File: config.mk
export PLATFORM = sky130hd
export DESIGN_NAME = button_debounce_flat
export DESIGN_NICKNAME = d
export VERILOG_FILES = /design/src/rtl/button_debounce_if.sv /design/src/rtl/button_debounce.sv /design/src/flat_wrapper.sv
export SDC_FILE = /design/constraint.sdc
export NUM_CORES = 1
export LEC_CHECK = 0
export ABC_AREA = 0
export CORE_AREA = 5 5 143 91
export DETAILED_ROUTE_END_ITERATION = 10
export DIE_AREA = 0 0 148 96
export RECOVER_POWER = 25
export SYNTH_ARGS = -nofsm -noshare
export SYNTH_HDL_FRONTEND = slang
export SYNTH_SLANG_ARGS = --single-unit
File: constraint.sdc
create_clock -name CLK -period 9.9 [get_ports CLK]
set_input_delay 2.475 -clock CLK [delete_from_list [all_inputs] [get_ports CLK]]
set_output_delay 2.475 -clock CLK [all_outputs]
set_load 0.02 [all_outputs]
File: src/rtl/button_debounce_if.sv
// Button conditioning bundle: raw pins in, debounced levels and edge pulses out.
interface button_debounce_if #(
    parameter int unsigned N = 4
) ();
    logic [N-1:0] BUTTONS_RAW;
    logic [N-1:0] BUTTONS_OUT;
    logic [N-1:0] PRESSED;
    logic [N-1:0] RELEASED;

    modport master (
        output BUTTONS_RAW,
        input  BUTTONS_OUT,
        input  PRESSED,
        input  RELEASED
    );

    modport slave (
        input  BUTTONS_RAW,
        output BUTTONS_OUT,
        output PRESSED,
        output RELEASED
    );
endinterface

File: src/rtl/button_debounce.sv
// Two-flop synchroniser plus independent per-channel debounce counters.
// Macro BUTTON_DEBOUNCE_EDGE_EN compiles in the PRESSED/RELEASED pulse logic.
module button_debounce #(
    parameter int unsigned N               = 4,
    parameter int unsigned DEBOUNCE_CYCLES = 500000,
    parameter int unsigned CNT_W           = 20
) (
    input logic              CLK,
    input logic              RESET,
    button_debounce_if.slave bus
);
    typedef enum logic {StIdle, StCount} state_e;

    localparam logic [CNT_W-1:0] CntMax = CNT_W'(DEBOUNCE_CYCLES - 1);

    logic   [N-1:0]     s1_q, s2_q;
    logic   [N-1:0]     stable_q, stable_d;
    logic   [N-1:0]     flip;
    state_e             state_q [N];
    state_e             state_d [N];
    logic   [CNT_W-1:0] cnt_q   [N];
    logic   [CNT_W-1:0] cnt_d   [N];

    always_ff @(posedge CLK or posedge RESET) begin
        if (RESET) begin
            s1_q     <= '0;
            s2_q     <= '0;
            stable_q <= '0;
            for (int i = 0; i < N; i++) begin
                state_q[i] <= StIdle;
                cnt_q[i]   <= '0;
            end
        end else begin
            s1_q     <= bus.BUTTONS_RAW;
            s2_q     <= s1_q;
            stable_q <= stable_d;
            for (int i = 0; i < N; i++) begin
                state_q[i] <= state_d[i];
                cnt_q[i]   <= cnt_d[i];
            end
        end
    end

    // A channel flips once s2 has disagreed with the stable level for DEBOUNCE_CYCLES samples.
    always_comb begin
        flip = '0;
        for (int i = 0; i < N; i++) begin
            state_d[i] = state_q[i];
            cnt_d[i]   = cnt_q[i];
            unique case (state_q[i])
                StIdle: begin
                    cnt_d[i] = '0;
                    if (s2_q[i] != stable_q[i]) begin
                        if (cnt_q[i] == CntMax) begin
                            flip[i] = 1'b1;
                        end else begin
                            cnt_d[i]   = cnt_q[i] + 1'b1;
                            state_d[i] = StCount;
                        end
                    end
                end
                StCount: begin
                    if (s2_q[i] == stable_q[i]) begin
                        cnt_d[i]   = '0;
                        state_d[i] = StIdle;
                    end else if (cnt_q[i] == CntMax) begin
                        flip[i]    = 1'b1;
                        cnt_d[i]   = '0;
                        state_d[i] = StIdle;
                    end else begin
                        cnt_d[i] = cnt_q[i] + 1'b1;
                    end
                end
                default: begin
                    cnt_d[i]   = '0;
                    state_d[i] = StIdle;
                end
            endcase
        end
        stable_d = (stable_q & ~flip) | (s2_q & flip);
    end

    assign bus.BUTTONS_OUT = stable_q;

`ifdef BUTTON_DEBOUNCE_EDGE_EN
    logic [N-1:0] pressed_q, pressed_d;
    logic [N-1:0] released_q, released_d;

    always_comb begin
        pressed_d  = flip & s2_q;
        released_d = flip & ~s2_q;
    end

    always_ff @(posedge CLK or posedge RESET) begin
        if (RESET) begin
            pressed_q  <= '0;
            released_q <= '0;
        end else begin
            pressed_q  <= pressed_d;
            released_q <= released_d;
        end
    end

    assign bus.PRESSED  = pressed_q;
    assign bus.RELEASED = released_q;
`else
    assign bus.PRESSED  = '0;
    assign bus.RELEASED = '0;
`endif
endmodule

File: src/flat_wrapper.sv
// flat-port wrapper written by rule: the top's interface ports become plain ports
module button_debounce_flat 
#(
    parameter int unsigned N               = 4,
    parameter int unsigned DEBOUNCE_CYCLES = 500000,
    parameter int unsigned CNT_W           = 20
)
  (CLK, RESET, bus_BUTTONS_RAW, bus_BUTTONS_OUT, bus_PRESSED, bus_RELEASED);
  button_debounce_if #(.N(N)) bus_i ();
  input logic CLK;
  input logic RESET;
  input wire logic [$bits(bus_i.BUTTONS_RAW)-1:0] bus_BUTTONS_RAW;
  output wire logic [$bits(bus_i.BUTTONS_OUT)-1:0] bus_BUTTONS_OUT;
  output wire logic [$bits(bus_i.PRESSED)-1:0] bus_PRESSED;
  output wire logic [$bits(bus_i.RELEASED)-1:0] bus_RELEASED;
  assign bus_i.BUTTONS_RAW = bus_BUTTONS_RAW;
  assign bus_BUTTONS_OUT = bus_i.BUTTONS_OUT;
  assign bus_PRESSED = bus_i.PRESSED;
  assign bus_RELEASED = bus_i.RELEASED;
  button_debounce #(.N(N), .DEBOUNCE_CYCLES(DEBOUNCE_CYCLES), .CNT_W(CNT_W)) u_core (.CLK(CLK), .RESET(RESET), .bus(bus_i));
endmodule
==> impl_summary.md <==
Pwr
The leakage power summed over all cells is 1.94 nW. Power spread over the standard cell area amounts to 155 mW/mm^2. Of the total power, the clock network draws 46.4%.

The internal power component is 0.610 mW. The switching part of the total power is 21.1%. Combinational logic is responsible for 3.4% of the overall power. IR analysis of the VDD net gives a maximum drop of 0.0000891 V. In this run, flip-flops and latches consume 50.2% of the power.

The switching power summed over all nets is 0.163 mW.

Global routing
The via count of the first global-routing pass came to 3058. The first-pass GRT wire length is 14700 microns. In the global route stage, overall resource usage came out at 12.8%. After global routing, the most crowded layer is met1.

Entering global routing, the biggest net connects 61 pins. The global-route met3 utilization is 3.48%. Summed over all layers, the global routing overflow is 0. The number of antenna violations at the first check in global routing was 0. For met2 alone, demand over resource in global routing was 18.4%. For met1 alone, demand over resource in global routing was 18.8%.

Clocking
The number of buffers created by CTS is 9. The H-tree level count is 3. The number of post-CTS setup repair buffers is 0. The clock latency of the later-clocked register in the worst-skew pair is 330 ps.

The clock sink count is 92. After clock tree synthesis, the clock-pin slew on the worst setup and hold paths is 60 ps. After clock tree synthesis, the flow added hold-fix buffers numbering 0. Clock tree synthesis selected as its root buffer the cell sky130_fd_sc_hd__clkbuf_16. TritonCTS built the clock tree.

The total of cells resized after clock tree synthesis is 0. Counting along the longest clock path gives a buffer depth of 2.

Logic synthesis
The cell area that synthesis handed to floorplanning was 0.00450 sq mm. The mean cell area of the mapped netlist is 9.86 sq um. The warning count from the yosys run is 0. The sequential area share after synthesis is 51.2%.

In the synthesized netlist, the number of instances is 456. In this run, distinct cell masters in the synthesized netlist total 36. The proportion of register bits with asynchronous set or reset after synthesis is 100%. The number of synthesized flops with an enable pin is 0. Sorting the synthesized cells by how often they occur yields sky130_fd_sc_hd__dfrtp_1, sky130_fd_sc_hd__nor2_1, sky130_fd_sc_hd__xnor2_1, sky130_fd_sc_hd__nand4_1, sky130_fd_sc_hd__nand2_1. The top flip-flop cell by instance count after synthesis is sky130_fd_sc_hd__dfrtp_1.

Yosys attributes the largest share of cell area to sky130_fd_sc_hd__dfrtp_1, sky130_fd_sc_hd__xnor2_1, sky130_fd_sc_hd__nor2_1, sky130_fd_sc_hd__nand4_1, sky130_fd_sc_hd__xor2_1. The synthesis-stage register bit count is 92. Yosys instantiated no cell more often than sky130_fd_sc_hd__dfrtp_1. The cell accounting for the most synthesized area is sky130_fd_sc_hd__dfrtp_1.

In this run the biggest area consumer among cell types represents 51.2% of the synthesized area.

Setup path
In this run the worst setup path terminates at bus_BUTTONS_OUT[2]. The reg-to-reg critical path endpoint is u_core.cnt_q[54]. The depth of the most critical reg-to-reg path is 6. The buffering stage count on the worst path with inverters included is 1. The master of the slowest instance on the critical path is sky130_fd_sc_hd__clkdlybuf4s50_1. The worst register-to-register path begins at u_core.cnt_q[40].

The dominant delay contributor by cell family on the critical path is buffers and inverters. STA classifies the critical path endpoint as a primary output. Data arrives at the worst endpoint at 1370 ps. The worst-path maximum fanout is 4. In this run the number of cells on the critical path is 1. At the worst endpoint, the required time is 7430 ps. The critical path goes through clkdlybuf4s50_1. On the worst path, the slowest cell contributes a delay of 630 ps.

The critical path in this run is classified as reg -> out. STA classifies the critical path startpoint as a register. The reg-to-reg setup timing slack is 7380 ps.

Worst hold path
The min-delay analysis places its worst path in the category reg -> reg.

Drt
For this run, design rule violations remaining after detail routing come to 0. In the routed layout, each cell is associated on average with a via count of 5.23. The final route contains 3236 vias. For this run, the detailed router's first-pass iteration total came to 4.

For this block, the routed nets add up to 8440 microns of wire. The detail route stage leaves a number of antenna-violating nets equal to 0. The count of routing violations after the opening detailed-route iteration is 223. The routed length per instance is 13.6 microns.

Timing
The routed design could run at a clock period as short as 3850 ps. After layout, the worst path uses 38.9% of the clock period. The number of max-slew violations in the final report is 0.

The final setup skew is 7.24 ps. Headroom to the max-slew limit came out at 44.9%. Setup violations remaining at the end of the flow were counted as 0. The count of final hold-check violations is 0.

Setup repair after global routing left no endpoint under its margin. The total negative slack for setup checks is 0 ps. The slew at the pin closest to its max-slew limit is 827 ps. The fmax is 260 MHz.

Finish
Relative to the synthesized area, the layout overhead comes to 11.1%. The number of standard cells in the final layout excluding fillers is 619. Of the cells placed in the final design, the portion with a size suffix greater than 1 is 6.16%. With fillers left out, the area of the finished cells amounts to 0.00500 sq mm. The final layout net count is 476.

The total inserted antenna cells is 0.

Floorplan
The total area inside the core boundary comes to 0.0116 sq mm. The floorplan step defined a die boundary enclosing 0.0142 sq mm. The die boundary height is 96 microns. Row generation in the floorplan step produced 31 rows. The number of top-level pins is 18. The die is 148 microns wide. Once the floorplan was initialized, standard cells occupied 38.8% of the core.

Placed design
The count of buffers added on input and output ports is 9. The congestion estimate from routability-driven global placement came to 0.786. Once detailed placement completed, the half-perimeter wirelength came to 5770 microns. Counting tap cells, the placed design contains a total of 603 instances. The standard cell area after detailed placement is 0.00470 sq mm.

Job
The number of violations of the max-capacitance limit is 0.

Status
The flow ran to the end, and the final reports show no timing, DRC or antenna violations.
-- cells in the final DEF, fill, tap and decap left out, types with 2 or more instances in the layout --
master / n
sky130_fd_sc_hd__xor2_1: 17
sky130_fd_sc_hd__conb_1: 8
sky130_fd_sc_hd__nand4_2: 2
sky130_fd_sc_hd__nand2_1: 23
sky130_fd_sc_hd__and3_1: 3
sky130_fd_sc_hd__or3_1: 10
sky130_fd_sc_hd__nor4b_1: 4
sky130_fd_sc_hd__a21oi_1: 10
sky130_fd_sc_hd__or4_1: 4
sky130_fd_sc_hd__nand3_1: 22
sky130_fd_sc_hd__mux2i_1: 2
sky130_fd_sc_hd__clkinv_2: 2
sky130_fd_sc_hd__nor4_1: 16
sky130_fd_sc_hd__mux2_2: 4
sky130_fd_sc_hd__ha_1: 4
sky130_fd_sc_hd__and4_1: 3
sky130_fd_sc_hd__xnor2_1: 48
sky130_fd_sc_hd__dfrtp_1: 92
sky130_fd_sc_hd__nand4_1: 31
sky130_fd_sc_hd__nor3_1: 21
sky130_fd_sc_hd__nor2_1: 82
sky130_fd_sc_hd__inv_1: 13
sky130_fd_sc_hd__clkbuf_1: 5
sky130_fd_sc_hd__clkbuf_16: 9
sky130_fd_sc_hd__or4_4: 4
sky130_fd_sc_hd__o21ai_0: 12
sky130_fd_sc_hd__bufinv_16: 2
sky130_fd_sc_hd__clkdlybuf4s50_1: 9
-- per-stage QoR --
stage	utilization [%]	hold WS [ps]	worst slack, ps	total power, mW
finish	43.1	350	6050	0.773
global route	43.1	356	5950	0.806
CTS	43.2	353	6030	0.787
detailed placement	40.5	338	5780	0.422
global placement	40.5	335	5800	0.422
floorplan	-	331	5030	0.417
-- sequential cells by signal, summed over array words and instances, names as in the netlist, named ones only --
name          count
u_core.s2_q       4
u_core.cnt_q     80
u_core.s1_q       4
-- how the worst min path moves through the flow --
stage	from	endpoint	slack, ps	cells past startpoint
2_1_floorplan	u_core.s1_q[0]	u_core.s2_q[0]	330	0
3_3_place_gp	u_core.s1_q[0]	u_core.s2_q[0]	330	0
3_5_place_dp	u_core.s1_q[3]	u_core.s2_q[3]	340	0
4_1_cts	u_core.s1_q[3]	u_core.s2_q[3]	350	0
5_1_grt	u_core.s1_q[3]	u_core.s2_q[3]	360	0
6_report	u_core.s1_q[3]	u_core.s2_q[3]	350	0
-- power by group through the flow --
stage	registers [mW]	logic, mW	clock network [mW]
floorplan	0.393	0.0238	0
global placement	0.395	0.0271	0
detailed placement	0.395	0.0275	0
CTS	0.388	0.0275	0.372
global route	0.389	0.0305	0.387
finish	0.388	0.0260	0.359
-- cell families after synthesis --
group | Yosys count | synth area share (%)
other | 1 | 0.0834
XOR/XNOR | 65 | 12.7
AND/OR/NAND/NOR | 228 | 26.1
AO/OA/AOI/OAI | 26 | 3.42
multiplexers | 6 | 1.45
flip-flops | 92 | 51.2
buffers and inverters | 34 | 4.01
adder cells (fa/ha/maj) | 4 | 1.11
-- area by class of cell --
type / instances / area [sq um]
clock buffer: 12 / 236
clock inverter: 4 / 73.8
fill: 1106 / 6600
inverter: 14 / 53.8
multi-input combinational: 337 / 2040
sequential: 92 / 2300
tap: 148 / 185
timing repair buffer: 12 / 105
-- routing by layer --
layer  share of wire, %  routed length [microns]
met5                  0                        0
met4               0.89                       75
met3                4.2                      358
met2                 41                     3480
met1                 54                     4520
No activity file was read; power rests on OpenSTA's default activity.
